--- src/rtl/mem_dma_if.sv ---
// Control and RAM-port bundle between the DMA engine and its surroundings.
interface mem_dma_if #(
  parameter int unsigned LEN_W  = 8,
  parameter int unsigned DATA_W = 32
);
  // Request side
  logic              start;
  logic              mode;
  logic [31:0]       src_addr;
  logic [31:0]       dst_addr;
  logic [LEN_W-1:0]  len;
  logic [DATA_W-1:0] fill_data;
  logic              abort;
  // Status side
  logic              busy;
  logic              done;
  logic              aborted;
  logic [LEN_W-1:0]  words_done;
  // RAM port
  logic [31:0]       mem_a;
  logic              mem_we;
  logic [DATA_W-1:0] mem_wd;
  logic [DATA_W-1:0] mem_rd;

  // Engine side: owns status and the RAM address/write lines
  modport master (
    input  start, mode, src_addr, dst_addr, len, fill_data, abort, mem_rd,
    output busy, done, aborted, words_done, mem_a, mem_we, mem_wd
  );

  // Requester/RAM side
  modport slave (
    output start, mode, src_addr, dst_addr, len, fill_data, abort, mem_rd,
    input  busy, done, aborted, words_done, mem_a, mem_we, mem_wd
  );
endinterface

--- src/rtl/mem_dma_engine.sv ---
// Word-granular copy/fill initiator on the single-port data RAM.
module mem_dma_engine #(
  parameter int unsigned LEN_W  = 8,
  parameter int unsigned DATA_W = 32
) (
  input  logic     clk,
  input  logic     rst_n,
  mem_dma_if.master bus
);

  localparam int unsigned ADDR_W = 32;
  localparam logic [ADDR_W-1:0] WORD_STEP  = ADDR_W'(4);
  localparam logic [ADDR_W-1:0] ALIGN_MASK = ~ADDR_W'(3);

  typedef enum logic [2:0] {
    S_IDLE,
    S_RD,
    S_WR,
    S_FILL,
    S_DONE
  } state_t;

  state_t              r_state;
  logic [ADDR_W-1:0]   r_src_ptr;
  logic [ADDR_W-1:0]   r_dst_ptr;
  logic [LEN_W-1:0]    r_rem;
  logic [LEN_W-1:0]    r_words_done;
  logic [DATA_W-1:0]   r_fill;
  logic [DATA_W-1:0]   r_rd_buf;
  logic                r_mode;
  logic                r_busy;
  logic                r_done;
  logic                r_aborted;

  logic [ADDR_W-1:0]   w_mem_a;
  logic                w_mem_we;
  logic [DATA_W-1:0]   w_mem_wd;
  logic                w_last;

  assign w_last = (r_rem == LEN_W'(1));

  // RAM port decode from state; reset forces IDLE so mem_we drops asynchronously
  always_comb begin
    w_mem_a  = '0;
    w_mem_we = 1'b0;
    w_mem_wd = '0;
    case (r_state)
      S_RD: begin
        w_mem_a = r_src_ptr;
      end
      S_WR, S_FILL: begin
        w_mem_a  = r_dst_ptr;
        w_mem_we = 1'b1;
        w_mem_wd = r_mode ? r_fill : r_rd_buf;
      end
      default: begin
        w_mem_a  = '0;
        w_mem_we = 1'b0;
        w_mem_wd = '0;
      end
    endcase
  end

  // Transfer sequencer with registered status outputs
  always_ff @(posedge clk or negedge rst_n) begin
    if (!rst_n) begin
      r_state      <= S_IDLE;
      r_src_ptr    <= '0;
      r_dst_ptr    <= '0;
      r_rem        <= '0;
      r_words_done <= '0;
      r_fill       <= '0;
      r_rd_buf     <= '0;
      r_mode       <= 1'b0;
      r_busy       <= 1'b0;
      r_done       <= 1'b0;
      r_aborted    <= 1'b0;
    end else begin
      r_done <= 1'b0;
      case (r_state)
        S_IDLE: begin
          if (bus.start) begin
            r_src_ptr    <= bus.src_addr & ALIGN_MASK;
            r_dst_ptr    <= bus.dst_addr & ALIGN_MASK;
            r_rem        <= bus.len;
            r_fill       <= bus.fill_data;
            r_mode       <= bus.mode;
            r_words_done <= '0;
            r_aborted    <= 1'b0;
            if (bus.len == '0) begin
              r_state <= S_DONE;
              r_done  <= 1'b1;
            end else begin
              r_state <= bus.mode ? S_FILL : S_RD;
              r_busy  <= 1'b1;
            end
          end
        end

        S_RD: begin
          if (bus.abort) begin
            // read is dropped; nothing was written this cycle
            r_state   <= S_DONE;
            r_busy    <= 1'b0;
            r_done    <= 1'b1;
            r_aborted <= 1'b1;
          end else begin
            r_rd_buf <= bus.mem_rd;
            r_state  <= S_WR;
          end
        end

        S_WR: begin
          // write in this cycle commits even when abort is sampled
          r_src_ptr    <= r_src_ptr + WORD_STEP;
          r_dst_ptr    <= r_dst_ptr + WORD_STEP;
          r_words_done <= r_words_done + LEN_W'(1);
          r_rem        <= r_rem - LEN_W'(1);
          if (bus.abort) begin
            r_aborted <= 1'b1;
          end
          if (bus.abort || w_last) begin
            r_state <= S_DONE;
            r_busy  <= 1'b0;
            r_done  <= 1'b1;
          end else begin
            r_state <= S_RD;
          end
        end

        S_FILL: begin
          r_dst_ptr    <= r_dst_ptr + WORD_STEP;
          r_words_done <= r_words_done + LEN_W'(1);
          r_rem        <= r_rem - LEN_W'(1);
          if (bus.abort) begin
            r_aborted <= 1'b1;
          end
          if (bus.abort || w_last) begin
            r_state <= S_DONE;
            r_busy  <= 1'b0;
            r_done  <= 1'b1;
          end
        end

        S_DONE: begin
          r_state <= S_IDLE;
        end

        default: begin
          r_state <= S_IDLE;
          r_busy  <= 1'b0;
        end
      endcase
    end
  end

  assign bus.busy       = r_busy;
  assign bus.done       = r_done;
  assign bus.aborted    = r_aborted;
  assign bus.words_done = r_words_done;
  assign bus.mem_a      = w_mem_a;
  assign bus.mem_we     = w_mem_we;
  assign bus.mem_wd     = w_mem_wd;

endmodule

--- src/flat_wrapper.sv ---
// flat-port wrapper written by rule: the top's interface ports become plain ports
module mem_dma_engine_flat 
#(
  parameter int unsigned LEN_W  = 8,
  parameter int unsigned DATA_W = 32
)
  (clk, rst_n, bus_start, bus_mode, bus_src_addr, bus_dst_addr, bus_len, bus_fill_data, bus_abort, bus_mem_rd, bus_busy, bus_done, bus_aborted, bus_words_done, bus_mem_a, bus_mem_we, bus_mem_wd);
  mem_dma_if #(.LEN_W(LEN_W), .DATA_W(DATA_W)) bus_i ();
  input  logic clk;
  input  logic rst_n;
  input wire logic [$bits(bus_i.start)-1:0] bus_start;
  input wire logic [$bits(bus_i.mode)-1:0] bus_mode;
  input wire logic [$bits(bus_i.src_addr)-1:0] bus_src_addr;
  input wire logic [$bits(bus_i.dst_addr)-1:0] bus_dst_addr;
  input wire logic [$bits(bus_i.len)-1:0] bus_len;
  input wire logic [$bits(bus_i.fill_data)-1:0] bus_fill_data;
  input wire logic [$bits(bus_i.abort)-1:0] bus_abort;
  input wire logic [$bits(bus_i.mem_rd)-1:0] bus_mem_rd;
  output wire logic [$bits(bus_i.busy)-1:0] bus_busy;
  output wire logic [$bits(bus_i.done)-1:0] bus_done;
  output wire logic [$bits(bus_i.aborted)-1:0] bus_aborted;
  output wire logic [$bits(bus_i.words_done)-1:0] bus_words_done;
  output wire logic [$bits(bus_i.mem_a)-1:0] bus_mem_a;
  output wire logic [$bits(bus_i.mem_we)-1:0] bus_mem_we;
  output wire logic [$bits(bus_i.mem_wd)-1:0] bus_mem_wd;
  assign bus_i.start = bus_start;
  assign bus_i.mode = bus_mode;
  assign bus_i.src_addr = bus_src_addr;
  assign bus_i.dst_addr = bus_dst_addr;
  assign bus_i.len = bus_len;
  assign bus_i.fill_data = bus_fill_data;
  assign bus_i.abort = bus_abort;
  assign bus_i.mem_rd = bus_mem_rd;
  assign bus_busy = bus_i.busy;
  assign bus_done = bus_i.done;
  assign bus_aborted = bus_i.aborted;
  assign bus_words_done = bus_i.words_done;
  assign bus_mem_a = bus_i.mem_a;
  assign bus_mem_we = bus_i.mem_we;
  assign bus_mem_wd = bus_i.mem_wd;
  mem_dma_engine #(.LEN_W(LEN_W), .DATA_W(DATA_W)) u_core (.clk(clk), .rst_n(rst_n), .bus(bus_i));
endmodule
--- config.mk ---
export PLATFORM = sky130hd
export DESIGN_NAME = mem_dma_engine_flat
export DESIGN_NICKNAME = d
export VERILOG_FILES = /design/src/rtl/mem_dma_if.sv /design/src/rtl/mem_dma_engine.sv /design/src/flat_wrapper.sv
export SDC_FILE = /design/constraint.sdc
export NUM_CORES = 1
export LEC_CHECK = 0
export BUFFER_PORTS_ARGS = -buffer_cell sky130_fd_sc_hd__buf_2
export CORE_MARGIN = 2
export CORE_UTILIZATION = 40
export CTS_CLUSTER_DIAMETER = 80
export CTS_CLUSTER_SIZE = 20
export DETAILED_ROUTE_END_ITERATION = 16
export GPL_TIMING_DRIVEN = 0
export HOLD_SLACK_MARGIN = 0.08
export PLACE_DENSITY = 0.74
export SETUP_SLACK_MARGIN = 0.3
export SKIP_LAST_GASP = 1
export SLEW_MARGIN = 30
export SYNTH_ARGS = -nofsm -noshare
export SYNTH_HDL_FRONTEND = slang
export SYNTH_SLANG_ARGS = --single-unit
--- constraint.sdc ---
create_clock -name clk -period 5.2 [get_ports clk]
set_input_delay 1.04 -clock clk [delete_from_list [all_inputs] [get_ports clk]]
set_output_delay 1.04 -clock clk [all_outputs]
set_load 0.01 [all_outputs]
; After elaboration in Yosys (flattened, before gate mapping)
; Index checks and enable logic that the tools add are counted.
[word_totals]
inputBits = 141
reg_bits = 151
elab_cells = 75
[classes]
n_addsub = 4
n_bitwise = 2
n_mux = 32
eq_ne = 11
n_reduce_logical = 15
[ops]
columns = cell, n
row1 = 32-bit case mux with 2 select lines, 3
row2 = 32-bit two-way mux, 4
row3 = "32-bit by 3-bit adder with 32-bit output, second input constant", 2
row4 = 8-bit case mux with 2 select lines, 2
row5 = 8-bit two-way mux, 2
row6 = 3-bit two-way mux, 5
row7 = 3-bit case mux with 4 select lines, 1
row8 = 1-bit two-way mux, 11
row9 = 2-bit AND reduction, 5
row10 = "8-bit by 1-bit adder with 8-bit output, second input constant", 1
row11 = "8-bit by 1-bit equality test with 1-bit output, second input constant", 1
row12 = 8-bit logical NOT, 1
row13 = "8-bit by 1-bit subtractor with 8-bit output, second input constant", 1
row14 = "3-bit by 2-bit equality test with 1-bit output, second input constant", 2
row15 = "2-bit by 1-bit != test with 1-bit output, second input constant", 3
row16 = "2-bit != test, second input constant", 3
row17 = 2-bit nonzero test, 3
row18 = 5-bit AND reduction, 1
row19 = 1-bit case mux with 4 select lines, 1
row20 = "3-bit by 1-bit equality test with 1-bit output, second input constant", 1
row21 = "3-bit equality test, second input constant", 1
row22 = 3-bit logical NOT, 1
row23 = 1-bit case mux with 3 select lines, 1
row24 = 3-bit AND reduction, 1
row25 = other kinds (6), 7

; Longest topological paths before layout
; Gate-level depths: netlist of the first run.
[logic_depth]
depth_word = 4
mapped_depth = 8
depth_no_buf = 6

; Worst setup path after synthesis of the first run
; OpenSTA, ideal clock, no wires.
[synth_path]
path_type = register -> output
from = register u_core.r_state[2]
to = output port bus_mem_a[25]
required_time_ns = 4.160
stages_incl_launch_ff = 7
path_slack_ns = 2.585
t_arrival_ns = 1.575
cell_sequence = dfrtp_1 -> buf_2 -> nand2b_1 -> inv_1 -> buf_2 -> buf_1 -> a22o_1
[synth_between]
elab_chain_cells = 3
word_cells_on_any_way = 5
cone_classes = eq/ne (3) / mux (1) / reduce/logical (1)
[synth_lines]
columns = element, line_no
row1 = from (decl), mem_dma_engine.sv:23  ; state_t r_state;
row2 = from (signal assigned), mem_dma_engine.sv:94  ; r_state <= bus.mode ? S_FILL : S_RD;
row3 = 3-bit by 2-bit equality test with 1-bit output, mem_dma_engine.sv:47  ; case (r_state)
row4 = 2-bit OR reduction (no line), n/a
row5 = 32-bit case mux with 2 select lines (*), mem_dma_engine.sv:47
row6 = to (decl), flat_wrapper.sv:23  ; output wire logic [$bits(bus_i.mem_a)-1:0] bus_mem_a;
; Every way passes the cells marked *; elsewhere a longest branch is shown, timed or not.

; Worst setup path after layout of the first run
[layout_path]
from = register u_core.r_state[2]
to = output port bus_mem_a[2]
; Same word-level chain as after synthesis.

==> metrics.csv, run 1 <==
stage,metric,value,unit
drt,ant_nets,0,
clocking,cts.path.max_buffers,2,
timing,layout_setup_ws,1.43,ns
clocking,cts_made_buffers,17,
synth,synth_cells,864,
clocking,cts_hold_buf,0,
finish,fin_util,0.511,
synth,yosysSeqAreaShare,0.468,
synth,synth.most_common_cell,nand2_1,
place,dp_slack,1.89,ns
clocking,clock_sinks,147,
synth,synthArstFlopShare,1.00,
drt,avgRoutedWirePerCell,19.0,um
clocking,clk_pin_slew_worst_paths,0.06,ns
floorplanning,die_w,144,um
drt,dr.pass1.iters,6,
min_path,min_path_type,register to register,
critical_path,cp_max_fo,10,
clocking,cts_tree,done,
drt,initialDrtViolationCount,714,
place,dpl_cell_area,9290,um^2
finish,design_area,9900,um^2
clocking,htreeDepth,4,
timing,maxSlewViolCount,0,
floorplanning,die_y,144,um
global_routing,grtUsageTotal,0.249,
clocking,cts_root_buffer,clkbuf_16,
critical_path,cp-end-kind,output port,
finish,nets,1241,
global_routing,grt_pass1_wl,39.1,mm
floorplanning,ioPinCount,217,
outcome,outcome,"complete, no violations",
timing,hold_viol,0,
floorplanning,die_area,20800,um^2
critical_path,r2r_slack,2.54,ns
synth,ys_ff_latch,147,
timing,fin_setup_tns,0,ns
synth,synthDistinctLibCells,63,
drt,viasPerCell,5.69,
critical_path,path_class,register to output port,
critical_path,crit_path_start_kind,register,
synth,synth_top_area_cell,dfrtp_1,
place,dpl.hpwl,19.3,mm
place,gp_congestion,0.972,
clocking,cts_setup_buffers,0,
critical_path,arrival,2.73,ns
timing,finalSetupViolations,0,
floorplanning,core.rowCount,51,
drt,drc_errors,0,
drt,wirelength,26.1,mm
timing,clock_skew,0.00613,ns
pwr,p_leak,4.70,nW
timing,rsz0062_at_grt,false,
drt,vias,7807,
floorplanning,core_area,19400,um^2
synth,synthTopCellsByCount,"nand2_1, dfrtp_1, nor2_1",
timing,period_needed,3.77,ns
place,io_buffers,210,
synth,ys_top_cells_by_area,"dfrtp_1, nand2_1, mux2i_1, mux2_2, nor2_1",
critical_path,required,4.16,ns
finish,nFillCells,1839,
synth,synth.top_cell.area_share,0.468,
global_routing,grt.overflow.total,0,
floorplanning,initial_core_util,0.405,
finish,drive_above_1_share,0.276,
synth,synth_ff_type,dfrtp_1,
timing,fmax,0.265,GHz
finish,areaGrowthSynthToFinish,26.0,%
pwr,vdd_ir_drop_max,0.302,mV
pwr,power_per_cell_area,636,nW/um^2
global_routing,antenna_found_initial,1,
timing,relSlewSlack,0.426,
synth,synth.avg_cell_area,9.10,um^2
timing,worst_pin_slew,0.860,ns
clocking,clk_latency,0.43,ns
timing,period_share,0.724,
synth,syn_area,7860,um^2
synth,synth_edf_count,0,
global_routing,grt_start_max_net_pins,81,
synth,ys.warnings.count,0,
global_routing,grt_pass1_vias,7182,
job,maxCapViolCount,0,
clocking,cts-resized-gates,0,
## cell type report
cell class | count | area [um^2] | share of cell area
clock inverters | 14 | 181 | 0.0183
multi-input cells | 648 | 3890 | 0.393
repair buffers | 211 | 1090 | 0.110
diodes | 1 | 2.50 | 0.000253
flip-flops and latches | 147 | 3680 | 0.371
plain buffers | 58 | 260 | 0.0263
clock buffers | 17 | 425 | 0.0430
inverters | 12 | 45.0 | 0.00455
well taps | 265 | 332 | 0.0335
## worst paths after layout
path / startpoint / to / depth (start not counted)
max in group asynchronous: rst_n / u_core.r_dst_ptr[21]$_DFFE_PN0P_ / 2
max: u_core.r_state[2]$_DFFE_PN0P_ / bus_mem_a[2] / 8
min reg2reg: u_core.r_fill[24]$_DFFE_PN0P_ / u_core.r_fill[24]$_DFFE_PN0P_ / 2
min: u_core.r_fill[24]$_DFFE_PN0P_ / u_core.r_fill[24]$_DFFE_PN0P_ / 2
max reg2reg: u_core.r_state[2]$_DFFE_PN0P_ / u_core.r_src_ptr[10]$_DFFE_PN0P_ / 7
min in group asynchronous: rst_n / u_core.r_rd_buf[19]$_DFFE_PN0P_ / 1
## cell families after synthesis
logic type,count (synthesis),share of synthesized area
other,1,0.000477
adders and majority gates,5,0.00796
AOI/OAI and AO/OA,153,0.141
muxes,68,0.0917
and+or+nand+nor,410,0.241
xor gates and xnor gates,10,0.0111
buffers and inverters,70,0.0388
DFF,147,0.468
## flip-flops by register name, summed over array words and instances (netlist names)
| register | count |
|---|---|
| u_core.bus.words_done | 8 |
| u_core.r_src_ptr | 30 |
| u_core.bus.busy | 1 |
| u_core.r_rd_buf | 32 |
| u_core.bus.aborted | 1 |
| u_core.r_rem | 8 |
| u_core.r_fill | 32 |
| u_core.r_state | 3 |
| u_core.r_dst_ptr | 30 |
| u_core.bus.done | 1 |
| u_core.r_mode | 1 |
## stage by stage
step           hold WS, ns  std cells  total power, mW
2_1_floorplan        0.445        865             3.95
3_3_place_gp         0.459       1340             4.91
3_5_place_dp         0.466       1341             4.99
4_1_cts              0.481       1372             6.28
5_1_grt              0.493       1372             6.71
6_report             0.478       1373             6.30
## layer usage
metal	wire (um)	share of wire	vias to the layer above	GRT usage
li1	-	-	3568	-
met1	10700	0.41	3643	0.335
met2	11800	0.45	520	0.397
met3	2810	0.11	76	0.0513
met4	817	0.031	0	0.0935
met5	0	0	-	0
## layout by cell type (no fill, tap or decap), types with 5 or more instances in the layout
cell	instances
mux2i_1	36
a22oi_1	7
nor2_1	82
buf_1	11
nand2_1	188
a211oi_1	7
a22o_1	23
xor2_1	7
nor4_1	10
or3_1	8
buf_2	221
o22ai_1	9
a31oi_1	5
o211ai_1	18
clkinv_4	6
and4_1	5
o311ai_0	10
o221a_2	5
inv_1	12
mux2_2	31
ha_1	5
clkbuf_16	17
nand4_1	17
o21ai_0	20
and3_1	13
clkbuf_1	29
nor3_1	17
nand3_1	42
a21oi_1	23
or4_1	7
dfrtp_1	147
## critical path, stage by stage, from the launching register on
cell and delay (ns):
dfrtp_1 0.36, buf_2 0.18, nand2b_1 0.26, inv_1 0.25, buf_2 0.30, buf_1 0.49
nand2_1 0.23, nand2_1 0.10, buf_2 0.13
## report_power, final
group	total (mW)	leakage, nW	internal, mW	switching (mW)
Sequential	2.17	1.77	1.69	0.482
Combinational	2.86	2.64	1.13	1.72
Clock	1.27	0.294	0.759	0.514
No activity file was read; power rests on OpenSTA's default activity.
==> inputs of run 2 (changes only) <==
==> constraint.sdc (replaced) <==
create_clock -name clk -period 3.55 [get_ports clk]
set_input_delay 0.71 -clock clk [delete_from_list [all_inputs] [get_ports clk]]
set_output_delay 0.71 -clock clk [all_outputs]
set_load 0.01 [all_outputs]
==> metrics.csv, run 2 (synthesis results as in run 1) <==
stage,metric,value,unit,change
outcome,outcome,"complete, no violations",,
timing,relSlewSlack,0.418,,-0.00873
clocking,clk_latency,0.42,ns,about the same
drt,avgRoutedWirePerCell,19.0,um,-0.16%
floorplanning,die_w,144,um,unchanged
finish,design_area,9910,um^2,+0.10%
clocking,cts_made_buffers,17,,unchanged
drt,drc_errors,0,,unchanged
global_routing,grtUsageMet2,0.397,,unchanged
place,dpl_cell_area,9290,um^2,unchanged
critical_path,arrival,2.43,ns,-0.30 ns
place,dpl.hpwl,19.3,mm,unchanged
global_routing,top_usage_layer,met2,,
timing,hold_viol,0,,unchanged
floorplanning,ioPinCount,217,,unchanged
timing,clock_skew,0.00553,ns,-0.000604 ns
global_routing,grt_start_max_net_pins,81,,unchanged
finish,mostFrequentLayoutCells,"buf_2, nand2_1, dfrtp_1",,
pwr,vdd_ir_drop_max,0.445,mV,+47%
timing,rsz0062_at_grt,false,,
drt,vias,7805,,-0.026%
timing,finalSetupViolations,0,,unchanged
clocking,cts_tree,done,,
global_routing,use_met1,0.335,,unchanged
global_routing,antenna_found_initial,1,,unchanged
finish,final_common_cell,buf_2,,
floorplanning,die_y,144,um,unchanged
finish,areaGrowthSynthToFinish,26.1,%,
pwr,seqPwrFrac,0.344,,about the same
timing,period_share,0.886,,
pwr,p_leak,4.72,nW,+0.40%
floorplanning,initial_core_util,0.405,,unchanged
clocking,htreeDepth,4,,unchanged
pwr,p_clk_frac,0.202,,about the same
pwr,sw_frac_of_total,0.431,,-0.000681
finish,drive_above_1_share,0.282,,+0.00542
critical_path,cp-end-kind,output port,,
drt,viasPerCell,5.68,,about the same
clocking,cts.path.max_buffers,2,,unchanged
floorplanning,core_area,19400,um^2,unchanged
critical_path,required,2.84,ns,-1.32 ns
timing,maxSlewViolCount,0,,unchanged
clocking,cts_setup_buffers,0,,unchanged
finish,nets,1241,,unchanged
timing,fmax,0.318,GHz,
global_routing,use_met3,0.0513,,unchanged
job,maxCapViolCount,0,,unchanged
finish,biggestRegsByFlops,"u_core.r_fill (32), u_core.r_rd_buf (32)",,
pwr,switchingPower,3.98,mW,+46%
critical_path,path_class,register to output port,,
clocking,cts_hold_buf,0,,unchanged
floorplanning,core.rowCount,51,,unchanged
clocking,clk_pin_slew_worst_paths,0.06,ns,about the same
drt,initialDrtViolationCount,686,,-3.9%
pwr,combPwrFrac,0.454,,about the same
place,io_buffers,210,,unchanged
critical_path,cp_max_fo,10,,unchanged
timing,period_needed,3.14,ns,
place,dp_slack,0.572,ns,-1.32 ns
global_routing,grt_pass1_wl,39.1,mm,unchanged
timing,worst_pin_slew,0.874,ns,+0.0131 ns
clocking,clock_sinks,147,,unchanged
timing,layout_setup_ws,0.405,ns,-1.03 ns
drt,dr.pass1.iters,5,,-1
pwr,power_per_cell_area,932,nW/um^2,+46%
global_routing,grtUsageTotal,0.249,,unchanged
global_routing,grt_pass1_vias,7182,,unchanged
global_routing,grt.overflow.total,0,,unchanged
min_path,min_path_type,input port to asynchronous set/reset pin,,
drt,ant_nets,0,,unchanged
pwr,p_int,5.26,mW,+47%
place,gp_congestion,0.972,,unchanged
clocking,cts_root_buffer,clkbuf_16,,
drt,wirelength,26.1,mm,-0.16%
critical_path,crit_path_start_kind,register,,
floorplanning,die_area,20800,um^2,unchanged
run 2: repair_timing:
action / CTS / global route
endpoints found under the hold margin: 0 / 0
setup endpoints to repair: 16 / 42
gates resized for setup: 3 / 6
run 2: power groups by stage:
stage	logic, mW	clock network [mW]	registers [mW]
floorplan	2.80	0	2.99
global placement	4.05	0	3.14
finish	4.20	1.87	3.18
global route	4.59	1.96	3.28
CTS	4.16	1.89	3.15
detailed placement	4.13	0	3.18
run 2: stage by stage:
step,hold slack (ns),power [mW],utilization,std cells,TNS (ns)
after global placement,0.459,7.19,0.477,1340,-62.01
after CTS,0.247,9.21,0.510,1372,0
after global routing,0.274,9.84,0.511,1372,0
final,0.243,9.24,0.511,1373,0
after detailed placement,0.466,7.31,0.479,1341,0
after floorplan,0.414,5.79,-,865,0
run 2: final cells by class:
cell class	count	area, um^2
buffer	58	270
multi-input combinational	648	3890
antenna	1	2.50
clock buffer	17	425
inverter	12	45.0
fill	1836	9490
sequential	147	3680
tap	265	332
timing repair buffer	211	1090
clock inverter	14	181
run 2: worst paths after layout:
kind	startpoint	slack [ns]	to	cells past startpoint
setup reg to reg	u_core.r_state[2]$_DFFE_PN0P_	0.91	u_core.r_dst_ptr[20]$_DFFE_PN0P_	7
setup / recovery	u_core.r_state[2]$_DFFE_PN0P_	0.41	bus_mem_a[17]	7
min in group clk	bus_fill_data[1]	0.47	u_core.r_fill[1]$_DFFE_PN0P_	3
hold / removal	rst_n	0.24	u_core.r_rd_buf[19]$_DFFE_PN0P_	1
hold reg to reg	u_core.r_fill[24]$_DFFE_PN0P_	0.48	u_core.r_fill[24]$_DFFE_PN0P_	2
max in group asynchronous	rst_n	2.50	u_core.r_dst_ptr[20]$_DFFE_PN0P_	2
run 2: per-layer routing:
| layer | part of all wire | wire length, um | vias to the layer above |
|---|---|---|---|
| met5 | 0 | 0 | - |
| met4 | 0.029 | 750 | 0 |
| met3 | 0.11 | 2740 | 68 |
| met2 | 0.45 | 11900 | 504 |
| met1 | 0.41 | 10700 | 3660 |
| li1 | - | - | 3573 |
run 2: critical path, cell delays in order (launching register included):
cell      delay (ns)
dfrtp_1         0.36
buf_2           0.18
nand2b_1        0.26
inv_1           0.25
buf_2           0.29
clkbuf_2        0.28
a22o_1          0.24
buf_2           0.15
